### src/rtl/fp_div_iter_if.sv
// fp_div_iter_if: start/ready/valid handshake and data bus of the iterative
// floating-point divider. The issue logic drives the master side; the divider
// is the slave.
interface fp_div_iter_if #(
    parameter int EXP_W = 8,
    parameter int MAN_W = 23
);
    localparam int W = 1 + EXP_W + MAN_W;

    logic         start_i;
    logic         abort_i;
    logic [W-1:0] a_i;
    logic [W-1:0] b_i;
    logic [W-1:0] q_o;
    logic [4:0]   flags_o;
    logic         valid_o;
    logic         ready_o;

    modport master (
        output start_i, abort_i, a_i, b_i,
        input  q_o, flags_o, valid_o, ready_o
    );

    modport slave (
        input  start_i, abort_i, a_i, b_i,
        output q_o, flags_o, valid_o, ready_o
    );
endinterface

### src/rtl/fp_div_iter.sv
// fp_div_iter: iterative IEEE-754 divider for any (EXP_W, MAN_W) format.
// Radix-2 restoring mantissa division, one quotient bit per clock, with
// special-operand handling, flush-to-zero, exception flags and abort.
// Optional feature macro: FP_DIV_ROUND_EN selects round-to-nearest-even;
// when undefined the result is truncated (inexact is still reported).
// flags_o = {invalid, div_by_zero, overflow, underflow, inexact}.
module fp_div_iter #(
    parameter int EXP_W = 8,
    parameter int MAN_W = 23
) (
    input logic          clk_i,
    input logic          rst_i,
    fp_div_iter_if.slave bus
);
    localparam int W     = 1 + EXP_W + MAN_W;
    localparam int EW2   = EXP_W + 2;
    localparam int CNT_W = $clog2(MAN_W + 4);

    localparam logic [CNT_W-1:0]      LAST_BIT = CNT_W'(MAN_W + 2);
    localparam logic signed [EW2-1:0] BIAS     = EW2'((1 << (EXP_W - 1)) - 1);
    localparam logic signed [EW2-1:0] EMAX_S   = EW2'((1 << EXP_W) - 1);
    localparam logic signed [EW2-1:0] ZERO_S   = '0;
    localparam logic [W-1:0]          QNAN     = {1'b0, {EXP_W{1'b1}}, 1'b1, {(MAN_W-1){1'b0}}};

    typedef enum logic [2:0] {IDLE, LOAD, ITER, NORM, DONE} state_t;

    state_t                state;
    logic [W-1:0]          a_reg, b_reg;
    logic [CNT_W-1:0]      cnt;
    logic [MAN_W+1:0]      rem;
    logic [MAN_W:0]        div;
    logic [MAN_W+2:0]      quo;
    logic signed [EW2-1:0] exp_r;
    logic [W-1:0]          q_reg;
    logic [4:0]            flags_reg;
    logic                  valid_reg, ready_reg;

    logic [EXP_W-1:0] ea, eb;
    logic [MAN_W-1:0] fa, fb;
    logic             res_sign;
    logic             a_zero, b_zero, a_inf, b_inf, a_nan, b_nan, special;
    logic [W-1:0]     spec_q, norm_q;
    logic [4:0]       spec_f, norm_f;
    logic             ge;
    logic [MAN_W:0]   diff;
    logic [MAN_W+1:0] rem_next;
    logic [MAN_W-1:0] frac_pre;
    logic [MAN_W:0]   frac_sum;
    logic             guard, rnd, sticky, inexact;
    logic signed [EW2-1:0] e_norm, e_fin;
`ifdef FP_DIV_ROUND_EN
    logic             inc;
`endif

    assign ea       = a_reg[W-2:MAN_W];
    assign eb       = b_reg[W-2:MAN_W];
    assign fa       = a_reg[MAN_W-1:0];
    assign fb       = b_reg[MAN_W-1:0];
    assign res_sign = a_reg[W-1] ^ b_reg[W-1];

    // Subnormals have a zero exponent and are therefore treated as zero.
    assign a_zero  = (ea == '0);
    assign b_zero  = (eb == '0);
    assign a_inf   = (ea == '1) && (fa == '0);
    assign b_inf   = (eb == '1) && (fb == '0);
    assign a_nan   = (ea == '1) && (fa != '0);
    assign b_nan   = (eb == '1) && (fb != '0);
    assign special = a_zero || b_zero || (ea == '1) || (eb == '1);

    // Result for operands that bypass the mantissa divider, in priority order.
    always_comb begin
        spec_q = '0;
        spec_f = '0;
        if (a_nan || b_nan) begin
            spec_q = QNAN;
        end else if ((a_zero && b_zero) || (a_inf && b_inf)) begin
            spec_q = QNAN;
            spec_f = 5'b10000;
        end else if (a_inf) begin
            spec_q = {res_sign, {EXP_W{1'b1}}, {MAN_W{1'b0}}};
        end else if (b_zero) begin
            spec_q = {res_sign, {EXP_W{1'b1}}, {MAN_W{1'b0}}};
            spec_f = 5'b01000;
        end else begin
            spec_q = {res_sign, {(W-1){1'b0}}};
        end
    end

    // One restoring-division step; the shifted remainder always fits MAN_W+2 bits.
    always_comb begin
        ge       = (rem >= {1'b0, div});
        diff     = rem[MAN_W:0] - div;
        rem_next = ge ? {diff, 1'b0} : {rem[MAN_W:0], 1'b0};
    end

    // Normalise, round, and range-check the raw quotient bits.
    always_comb begin
        if (quo[MAN_W+2]) begin
            frac_pre = quo[MAN_W+1:2];
            guard    = quo[1];
            rnd      = quo[0];
            e_norm   = exp_r;
        end else begin
            frac_pre = quo[MAN_W:1];
            guard    = quo[0];
            rnd      = 1'b0;
            e_norm   = exp_r - EW2'(1);
        end
        sticky  = |rem;
        inexact = guard | rnd | sticky;
`ifdef FP_DIV_ROUND_EN
        inc      = guard & (rnd | sticky | frac_pre[0]);
        frac_sum = {1'b0, frac_pre} + {{MAN_W{1'b0}}, inc};
`else
        frac_sum = {1'b0, frac_pre};
`endif
        e_fin  = e_norm + {{(EW2-1){1'b0}}, frac_sum[MAN_W]};
        norm_q = {res_sign, e_fin[EXP_W-1:0], frac_sum[MAN_W-1:0]};
        norm_f = {4'b0000, inexact};
        if (e_fin >= EMAX_S) begin
            norm_q = {res_sign, {EXP_W{1'b1}}, {MAN_W{1'b0}}};
            norm_f = 5'b00101;
        end else if (e_fin <= ZERO_S) begin
            norm_q = {res_sign, {(W-1){1'b0}}};
            norm_f = 5'b00011;
        end
    end

    // Control FSM with registered handshake and result outputs.
    always_ff @(posedge clk_i) begin
        if (rst_i) begin
            state     <= IDLE;
            a_reg     <= '0;
            b_reg     <= '0;
            cnt       <= '0;
            rem       <= '0;
            div       <= '0;
            quo       <= '0;
            exp_r     <= '0;
            q_reg     <= '0;
            flags_reg <= '0;
            valid_reg <= 1'b0;
            ready_reg <= 1'b1;
        end else begin
            valid_reg <= 1'b0;
            case (state)
                IDLE: begin
                    if (bus.start_i) begin
                        a_reg     <= bus.a_i;
                        b_reg     <= bus.b_i;
                        ready_reg <= 1'b0;
                        state     <= LOAD;
                    end
                end
                LOAD: begin
                    if (bus.abort_i) begin
                        ready_reg <= 1'b1;
                        state     <= IDLE;
                    end else if (special) begin
                        state <= DONE;
                    end else begin
                        rem   <= {2'b01, fa};
                        div   <= {1'b1, fb};
                        quo   <= '0;
                        cnt   <= '0;
                        exp_r <= $signed({2'b00, ea}) - $signed({2'b00, eb}) + BIAS;
                        state <= ITER;
                    end
                end
                ITER: begin
                    if (bus.abort_i) begin
                        cnt       <= '0;
                        ready_reg <= 1'b1;
                        state     <= IDLE;
                    end else begin
                        quo <= {quo[MAN_W+1:0], ge};
                        rem <= rem_next;
                        if (cnt == LAST_BIT) begin
                            cnt   <= '0;
                            state <= NORM;
                        end else begin
                            cnt <= cnt + CNT_W'(1);
                        end
                    end
                end
                NORM: begin
                    if (bus.abort_i) begin
                        ready_reg <= 1'b1;
                        state     <= IDLE;
                    end else begin
                        q_reg     <= norm_q;
                        flags_reg <= norm_f;
                        valid_reg <= 1'b1;
                        state     <= DONE;
                    end
                end
                DONE: begin
                    if (special) begin
                        q_reg     <= spec_q;
                        flags_reg <= spec_f;
                        valid_reg <= 1'b1;
                    end
                    ready_reg <= 1'b1;
                    state     <= IDLE;
                end
                default: begin
                    ready_reg <= 1'b1;
                    state     <= IDLE;
                end
            endcase
        end
    end

    assign bus.q_o     = q_reg;
    assign bus.flags_o = flags_reg;
    assign bus.valid_o = valid_reg;
    assign bus.ready_o = ready_reg;
endmodule

### src/flat_wrapper.sv
// flat-port wrapper written by rule: the top's interface ports become plain ports
module fp_div_iter_flat 
#(
    parameter int EXP_W = 8,
    parameter int MAN_W = 23
)
  (clk_i, rst_i, bus_start_i, bus_abort_i, bus_a_i, bus_b_i, bus_q_o, bus_flags_o, bus_valid_o, bus_ready_o);
  fp_div_iter_if #(.EXP_W(EXP_W), .MAN_W(MAN_W)) bus_i ();
  input logic clk_i;
  input logic rst_i;
  input wire logic [$bits(bus_i.start_i)-1:0] bus_start_i;
  input wire logic [$bits(bus_i.abort_i)-1:0] bus_abort_i;
  input wire logic [$bits(bus_i.a_i)-1:0] bus_a_i;
  input wire logic [$bits(bus_i.b_i)-1:0] bus_b_i;
  output wire logic [$bits(bus_i.q_o)-1:0] bus_q_o;
  output wire logic [$bits(bus_i.flags_o)-1:0] bus_flags_o;
  output wire logic [$bits(bus_i.valid_o)-1:0] bus_valid_o;
  output wire logic [$bits(bus_i.ready_o)-1:0] bus_ready_o;
  assign bus_i.start_i = bus_start_i;
  assign bus_i.abort_i = bus_abort_i;
  assign bus_i.a_i = bus_a_i;
  assign bus_i.b_i = bus_b_i;
  assign bus_q_o = bus_i.q_o;
  assign bus_flags_o = bus_i.flags_o;
  assign bus_valid_o = bus_i.valid_o;
  assign bus_ready_o = bus_i.ready_o;
  fp_div_iter #(.EXP_W(EXP_W), .MAN_W(MAN_W)) u_core (.clk_i(clk_i), .rst_i(rst_i), .bus(bus_i));
endmodule
### config.mk
export PLATFORM = sky130hd
export DESIGN_NAME = fp_div_iter_flat
export DESIGN_NICKNAME = d
export VERILOG_FILES = /design/src/rtl/fp_div_iter_if.sv /design/src/rtl/fp_div_iter.sv /design/src/flat_wrapper.sv
export SDC_FILE = /design/constraint.sdc
export NUM_CORES = 1
export LEC_CHECK = 0
export CELL_PAD_IN_SITES_DETAIL_PLACEMENT = 0
export CELL_PAD_IN_SITES_GLOBAL_PLACEMENT = 2
export CORE_ASPECT_RATIO = 1.25
export CORE_UTILIZATION = 33
export DETAILED_ROUTE_END_ITERATION = 16
export PLACE_DENSITY_LB_ADDON = 0.1
export REMOVE_ABC_BUFFERS = 1
export SLEW_MARGIN = 20
export SYNTH_ARGS = -nofsm -noshare
export SYNTH_HDL_FRONTEND = slang
export SYNTH_SLANG_ARGS = --single-unit
### constraint.sdc
create_clock -name clk_i -period 3.61 [get_ports clk_i]
set_input_delay 0.722 -clock clk_i [delete_from_list [all_inputs] [get_ports clk_i]]
set_output_delay 0.722 -clock clk_i [all_outputs]
set_load 0.02 [all_outputs]
# == Yosys cells after proc, flatten, opt, wreduce, memory -nomap -nowiden ==
# Index checks and enable logic that the tools add are counted.
# word_totals
output_inout_bits,39
inputBits,68
ff_bits,196
# op_classes
bitwise_logic,5
eq_ne,15
n_addsub,5
order_cmp,3
reduce_logical,29
mux,49
# op_table
cell,count
two-way mux 32 bit,4
two-way mux 31 bit,4
two-way mux 25 bit,4
two-way mux 26 bit,3
case mux 32 bit (2 select lines),1
case mux 26 bit (2 select lines),1
two-way mux 5 bit,10
case mux 25 bit (2 select lines),1
zero test 23 bit,2
nonzero test 23 bit,2
>= comparator 25 x 24 -> 1 bit,1
OR reduction 25 bit,1
subtractor 24 bit,1
two-way mux 23 bit,1
case mux 5 bit (2 select lines),2
two-way mux 3 bit,6
equality test 8 bit (second input constant),2
zero test 8 bit,2
case mux 3 bit (4 select lines),1
adder 10 x 8 -> 10 bit (second input constant),1
>= comparator 10 x 9 -> 1 bit (second input constant),1
<= comparator 10 x 1 -> 1 bit (second input constant),1
two-way mux 10 bit,1
inequality test 2 bit (second input constant),5
other kinds (24),48

# == Depth between registers and ports, before layout ==
# Gate-level depths: netlist (run 1).
# depth
depth_word,8
mapped_depth,13
ltp_nobuf,12

# == Worst setup path before layout (run 1) ==
# OpenSTA, ideal clock, no wires.
# synth_timing
kind,flip-flop to flip-flop
from,register u_core.div[2]
to,register u_core.rem[11]
path_stages_with_launch,11
path_slack_ns,0.734
path_buffers,0
t_arrival_ns,2.805
cell_sequence,dfxtp_1 -> inv_1 -> ha_1 -> nor2b_1 -> o31a_1 -> or4_4 -> a311oi_2 -> nor2_1 -> or4_1 -> a311o_1 -> a21oi_1
# synth_between
elab_chain_len,4
# synth_rtl
item,line,rtl
start: declaration,fp_div_iter.sv:31,logic [MAN_W:0] div;
start signal: assignment,fp_div_iter.sv:163,"div <= {1'b1, fb};"
subtractor 24 bit or >= comparator 25 x 24 -> 1 bit (tied branches),"fp_div_iter.sv:92, fp_div_iter.sv:91",
two-way mux 25 bit (*),fp_div_iter.sv:93,"rem_next = ge ? {diff, 1'b0} : {rem[MAN_W:0], 1'b0};"
two-way mux 25 bit (*),fp_div_iter.sv:171,if (bus.abort_i) begin
case mux 25 bit (2 select lines) (*),fp_div_iter.sv:146,case (state)
end signal: assignment,fp_div_iter.sv:162,"rem <= {2'b01, fa};"
end signal: assignment,fp_div_iter.sv:177,rem <= rem_next;
end: declaration,fp_div_iter.sv:30,logic [MAN_W+1:0] rem;
# Mark *: on every way between the ends. The rest lies on a longest branch, timed or not. The select of a mux whose other input is x is not followed.
# A chain may end at the register's enable or synchronous reset.

# == Worst setup path after layout (run 1) ==
# layout_timing
from,register u_core.div[6]
to,register u_core.rem[6]
# layout_between
elab_chain_len,4
# layout_rtl
item,line,rtl
>= comparator 25 x 24 -> 1 bit,fp_div_iter.sv:91,"ge = (rem >= {1'b0, div});"
two-way mux 25 bit,fp_div_iter.sv:93,
two-way mux 25 bit,fp_div_iter.sv:171,
case mux 25 bit (2 select lines),fp_div_iter.sv:146,
# No other way between the ends. The select of a mux whose other input is x is not followed.

==> results_dict.tcl, run 1 <==
set metrics [dict create \
    synth-main-ff-cell "dfxtp_1" \
    cp_data_arrival_time_ns 3.54 \
    vias 9212 \
    die-area_um2 31200 \
    antennaDiodeCount 0 \
    grt_pass1_wl_um 49300 \
    fin_crit_sh_pct 88.5 \
    syn_area_per_cell_um2 7.69 \
    cp-start-kind "register" \
    grt_use_total_pct 20.5 \
    vdd.ir_drop.worst_v 0.000237 \
    numCtsBuffers 17 \
    start_util_pct 33.5 \
    holdPathEnd "u_core.quo[25]$_SDFFE_PP0P_" \
    drive_gt1_share_pct 7.56 \
    ys_seq_area_share_pct 39.0 \
    area_delta_synth_final_pct 21.0 \
    synth-xor-area-share_pct 3.05 \
    num-fill-cells 3222 \
    htree_levels 4 \
    combinationalPowerShare_pct 22.1 \
    cap_viol_max_count 0 \
    clockBufferDepth 2 \
    routedWlPerCell_um 17.3 \
    vias_per_cell 5.15 \
    crit_type "reg -> reg" \
    drc 0 \
    cp_max_fo 9 \
    postSynthCellCount 1307 \
    synthTopCellsByCount "nand2_1, dfxtp_1, a21oi_1" \
    setup_viol 0 \
    p_per_area_nw_per_um2 464 \
    status "finished clean" \
    synth.area.mux_share_pct 2.80 \
    regToRegEndpoint "u_core.rem[6]$_SDFFE_PP0P_" \
    maxSlewHeadroom_pct 44.4 \
    final_nets 1482 \
    p_leak_uw 0.00433 \
    cp.required_ns 3.95 \
    finClkSkew_ns 0.0125 \
    io_pins 107 \
    grt_overflow 0 \
    fp.dieW_um 158 \
    finalCriticalPeriod_ns 3.19 \
    setup_tns_ns 0 \
    synthTopCellsByArea "dfxtp_1, nand2_1, a21oi_1" \
    dp_hpwl_um 22700 \
    drtIter0Drc 482 \
    clock_sinks 196 \
    cts_hold_buffers 0 \
    p_int_uw 3860 \
    fp.dieH_um 197 \
    worstRegToRegCells 11 \
    power.switching_uw 1790 \
    whs_path_depth 2 \
    synth_top_family_by_area "simple AND/OR/NAND/NOR gates" \
    gp_congestion 0.842 \
    ys_seq_elements 196 \
    netlist_area_um2 10100 \
    grt_pass1_vias 8909 \
    yosysMostFrequentCell "nand2_1" \
    synth-simple-area-share_pct 24.4 \
    dpl-instance-area_um2 11500 \
    r2r_start "u_core.div[6]$_SDFFE_PP0P_" \
    synth_compound_area_share_pct 20.7 \
    grt_max_degree 73 \
    synth_edf_count 0 \
    synth_adder_area_share_pct 4.88 \
    multi_input_area_um2 5630 \
    cts_tree "built" \
    ant_nets 0 \
    async_reset_ff_share_pct 0 \
    rows 71 \
    clk_latency_ns 0.45 \
    post-cts-setup-buffers 0 \
    antenna_found_initial 0 \
    reg2reg_slack_ns 0.42 \
    synth_top_area_cell "dfxtp_1" \
    worst_pin_slew_ns 0.827 \
    dp_worst_setup_slack_ns 0.491 \
    synthDistinctLibCells 68 \
    clockPowerShare_pct 37.0 \
    netSwitchingFraction_pct 31.7 \
    ctsResizeCount 0 \
    critPathCaptureType "register" \
    fmaxAchievable_ghz 0.313 \
    synth_top_area_share_pct 39.0 \
    worstHoldPathType "reg -> reg" \
    rsz0062_at_grt "false" \
    port_buffers 106 \
    hold_viol 0 \
    path_clk_slew_ns 0.08 \
    p_seq_share_pct 40.9 \
    finalMaxSlewViolations 0 \
    design_area_um2 12200 \
    setup_ws_ns 0.416 \
    regArea_um2 3930 \
    cts-root-buf "clkbuf_16" \
    first_pass_iters 5 \
    fp.coreArea_um2 30000 \
    synth_warnings 0 \
    routed_wl_um 31000 \
    hp-start "u_core.quo[24]$_SDFFE_PP0P_" \
]
## layout make-up
class / count / share of cell area, %
Multi-Input combinational cell: 980 / 46.3
Sequential cell: 196 / 32.3
Timing Repair Buffer: 130 / 10.5
Tap cell: 401 / 4.12
Clock buffer: 17 / 3.50
Clock inverter: 15 / 1.78
Inverter: 51 / 1.57
## worst max-delay path by stage
stage	end	startpoint	slack (ns)
floorplan	u_core.rem[20]$_SDFFE_PP0P_	u_core.state[1]$_SDFFE_PP0P_	-0.23
global placement	u_core.rem[4]$_SDFFE_PP0P_	u_core.div[6]$_SDFFE_PP0P_	0.53
detailed placement	u_core.rem[6]$_SDFFE_PP0P_	u_core.div[6]$_SDFFE_PP0P_	0.49
CTS	u_core.rem[6]$_SDFFE_PP0P_	u_core.div[6]$_SDFFE_PP0P_	0.46
global route	u_core.rem[4]$_SDFFE_PP0P_	u_core.div[6]$_SDFFE_PP0P_	0.20
finish	u_core.rem[6]$_SDFFE_PP0P_	u_core.div[6]$_SDFFE_PP0P_	0.42
## power groups by stage
stage               Combinational (uW)  Clock [uW]  Sequential, uW
global placement                  1270           0            2360
global route                      1390        2220            2320
detailed placement                1260           0            2360
floorplan                          803           0            2340
CTS                               1270        2140            2310
finish                            1250        2090            2310
## cell usage in the layout, fill, tap and decap left out, types with 27 or more instances in the layout
master,n
nand3_1,53
nor2_1,86
o21ai_0,42
a21oi_1,158
dfxtp_1,195
clkdlybuf4s50_1,105
ha_1,36
nand2_1,281
mux2i_1,27
inv_1,51
## cells by family after synthesis
kind of cell,Yosys count
DFF,196
AOI/OAI and AO/OA,334
adders and majority gates,38
xor gates and xnor gates,35
muxes,28
and+or+nand+nor,545
buffers and inverters,131
## stage by stage
step	utilization, %	total power [uW]	hold WS [ns]	std cells
2_1_floorplan	-	3140	0.430	1227
3_3_place_gp	38.4	3630	0.437	1758
3_5_place_dp	38.4	3630	0.441	1758
4_1_cts	40.5	5720	0.458	1790
5_1_grt	40.5	5930	0.474	1790
6_report	40.5	5650	0.454	1790
## per-layer routing
layer	share of wire [%]	global-route usage (%)	wire [um]
met1	45	25.6	13800
met2	51	36.6	15900
met3	3.0	2.98	939
met4	1.1	4.95	344
met5	0	0	0
## worst max-delay path, cell delays in order, from the launching register on
cell and delay [ns]:
dfxtp_1 0.33, inv_1 0.05, ha_1 0.36, a211o_1 0.33, a21oi_1 0.29, nand4_1 0.14, a31o_2 0.29, a31oi_2 0.35
nor2_2 0.17, buf_4 0.23, or3_1 0.31, a31o_2 0.23
Note: power is estimated with default switching activity, not from simulation.
==> run 2, diff against run 1 <==
- CAP_MARGIN: default -> 15
==> results of run 2 <==
No change in the layout: final DEF, timing and power equal those of run 1.
==> run 3, diff against run 2 <==
--- a/config.mk
+++ b/config.mk
@@ -9,5 +9,5 @@
 export CELL_PAD_IN_SITES_DETAIL_PLACEMENT = 0
 export CELL_PAD_IN_SITES_GLOBAL_PLACEMENT = 2
-export CORE_ASPECT_RATIO = 1.25
+export CORE_ASPECT_RATIO = 0.5
 export CORE_UTILIZATION = 33
 export DETAILED_ROUTE_END_ITERATION = 16
==> constraint.sdc (replaced) <==
create_clock -name clk_i -period 3.61 [get_ports clk_i]
set_input_delay 0.722 -clock clk_i [delete_from_list [all_inputs] [get_ports clk_i]]
set_output_delay 0.722 -clock clk_i [all_outputs]
set_load 0.005 [all_outputs]
==> run 3 against run 2 <==
Clock skew increased by 0.0012 ns. Final area decreased by 1.0%. Register-to-register slack got worse by 0.03 ns. Non-clock buffer count decreased by 7. Global-route usage decreased by 0.56 points. Critical path type unchanged. Highest routed layer unchanged.
==> results_dict.tcl, run 3 (same netlist as run 1, synthesis figures left out) <==
set metrics [dict create \
    ctsResizeCount 0 \
    fin_cells 1774 \
    dp_hpwl_um 22200 \
    hold_viol 0 \
    fin_crit_sh_pct 89.2 \
    maxSlewHeadroom_pct 42.0 \
    fmaxAchievable_ghz 0.310 \
    numCtsBuffers 17 \
    p_leak_uw 0.00427 \
    drtIter0Drc 655 \
    finalMaxSlewViolations 0 \
    worstSetupStartpoint "u_core.div[6]$_SDFFE_PP0P_" \
    clockBufferDepth 2 \
    whs_ns 0.455 \
    htree_levels 4 \
    vdd.ir_drop.worst_v 0.000329 \
    port_buffers 106 \
    vias_per_cell 5.24 \
    cp_num_cells 11 \
    drc 0 \
    first_pass_iters 5 \
    final_cell_mix "nand2_1, dfxtp_1, a21oi_1" \
    gp_congestion 0.835 \
    rows 44 \
    routedWlPerCell_um 17.2 \
    p_seq_share_pct 42.6 \
    finClkSkew_ns 0.0136 \
    vias 9288 \
    worstRegToRegCells 11 \
    fp.dieW_um 249 \
    io_pins 107 \
    critPathTopFamily "compound AO/OA/AOI/OAI gates" \
    routed_wl_um 30600 \
    ant_nets 0 \
    cp_slowest_cell "ha_1" \
    grt_overflow 0 \
    cap_viol_max_count 0 \
    power.switching_uw 1760 \
    rsz0062_at_grt "false" \
    start_util_pct 34.1 \
    netSwitchingFraction_pct 32.4 \
    cts-root-buf "clkbuf_16" \
    final_common_cell "nand2_1" \
    hp-start "u_core.bus.q_o[16]$_SDFFE_PP0P_" \
    crit_type "reg -> reg" \
    post-cts-setup-buffers 0 \
    finalCriticalPeriod_ns 3.22 \
    combinationalPowerShare_pct 22.6 \
    antenna_found_initial 0 \
    grt_max_degree 71 \
    cp-start-kind "register" \
    clockPowerShare_pct 34.8 \
    die-area_um2 31200 \
    final_nets 1475 \
    fp.dieH_um 125 \
    worst_pin_slew_ns 0.862 \
    cts_hold_buffers 0 \
    critical_path.max_stage_delay_ns 0.36 \
    cp.required_ns 3.95 \
    area_delta_synth_final_pct 19.7 \
    whs_path_depth 2 \
    clk_latency_ns 0.46 \
    grt_pass1_wl_um 49100 \
    place_inst 1741 \
    cts_tree "built" \
    grt_use_total_pct 20.0 \
    worstHoldPathType "reg -> reg" \
    clock_sinks 196 \
    grt_pass1_vias 8785 \
    critPathBufInv 2 \
    p_int_uw 3670 \
    drive_gt1_share_pct 7.09 \
    fp.coreArea_um2 29500 \
    path_cells "inv_1 -> ha_1 -> a211o_1 -> a21oi_1 -> nand4_1 -> a31o_2 -> a31oi_2 -> nor2_2 -> buf_4 -> or3_1 -> a32o_1" \
    critPathCaptureType "register" \
    status "finished clean" \
    cp_max_fo 12 \
    path_clk_slew_ns 0.08 \
    r2r_start "u_core.div[6]$_SDFFE_PP0P_" \
    p_per_area_nw_per_um2 451 \
    setup_viol 0 \
    cp_data_arrival_time_ns 3.56 \
]
run 3: cell count changes in the layout (fill, tap and decap cells not counted), sizes merged:
cell / before / now
bufinv: 3 / 0
diode: 0 / 1
clkbuf: 17 / 19
clkinv: 6 / 8
inv: 56 / 55
buf: 25 / 18
run 3: worst paths after layout:
path	end	slack, ns
setup / recovery	u_core.rem[12]$_SDFFE_PP0P_	0.39
hold / removal	u_core.bus.q_o[16]$_SDFFE_PP0P_	0.46
setup reg to reg	u_core.rem[12]$_SDFFE_PP0P_	0.39
hold reg to reg	u_core.bus.q_o[16]$_SDFFE_PP0P_	0.46
run 3: layout make-up:
type,count,area (um2)
Antenna cell,1,2.50
Clock buffer,19,453
Clock inverter,13,123
Fill cell,3120,17400
Inverter,51,191
Multi-Input combinational cell,980,5640
Sequential cell,196,3930
Tap cell,391,489
Timing Repair Buffer,123,1220
run 3: metrics by stage:
step | setup WS [ns] | area (um2) | power [uW] | utilization [%] | TNS, ns
6_report | 0.389 | 12000 | 5430 | 40.9 | 0
3_3_place_gp | 0.524 | 11500 | 3590 | 38.9 | 0
4_1_cts | 0.403 | 12000 | 5490 | 40.9 | 0
2_1_floorplan | -0.232 | 9730 | 3140 | - | -0.924
3_5_place_dp | 0.435 | 11500 | 3590 | 38.9 | 0
5_1_grt | 0.147 | 12000 | 5730 | 40.9 | 0
run 3: tightest hold or removal path, stage by stage (launching register included):
cell	delay [ns]
dfxtp_1	0.33
nand2_1	0.06
o21ai_2	0.04
run 3: layer usage:
layer  GRT usage, %  part of all wire [%]  up-vias
met5              0                     0        -
met4           5.55                   1.2        0
met3           3.04                   4.2       26
met2           30.2                    43      185
met1           29.2                    52     4376
li1               -                     -     4701
run 3: power groups by stage:
| stage | registers, uW | clock network (uW) | logic (uW) |
|---|---|---|---|
| 2_1_floorplan | 2330 | 0 | 803 |
| 3_3_place_gp | 2360 | 0 | 1230 |
| 3_5_place_dp | 2360 | 0 | 1230 |
| 4_1_cts | 2310 | 1940 | 1230 |
| 5_1_grt | 2320 | 2040 | 1370 |
| 6_report | 2310 | 1890 | 1230 |
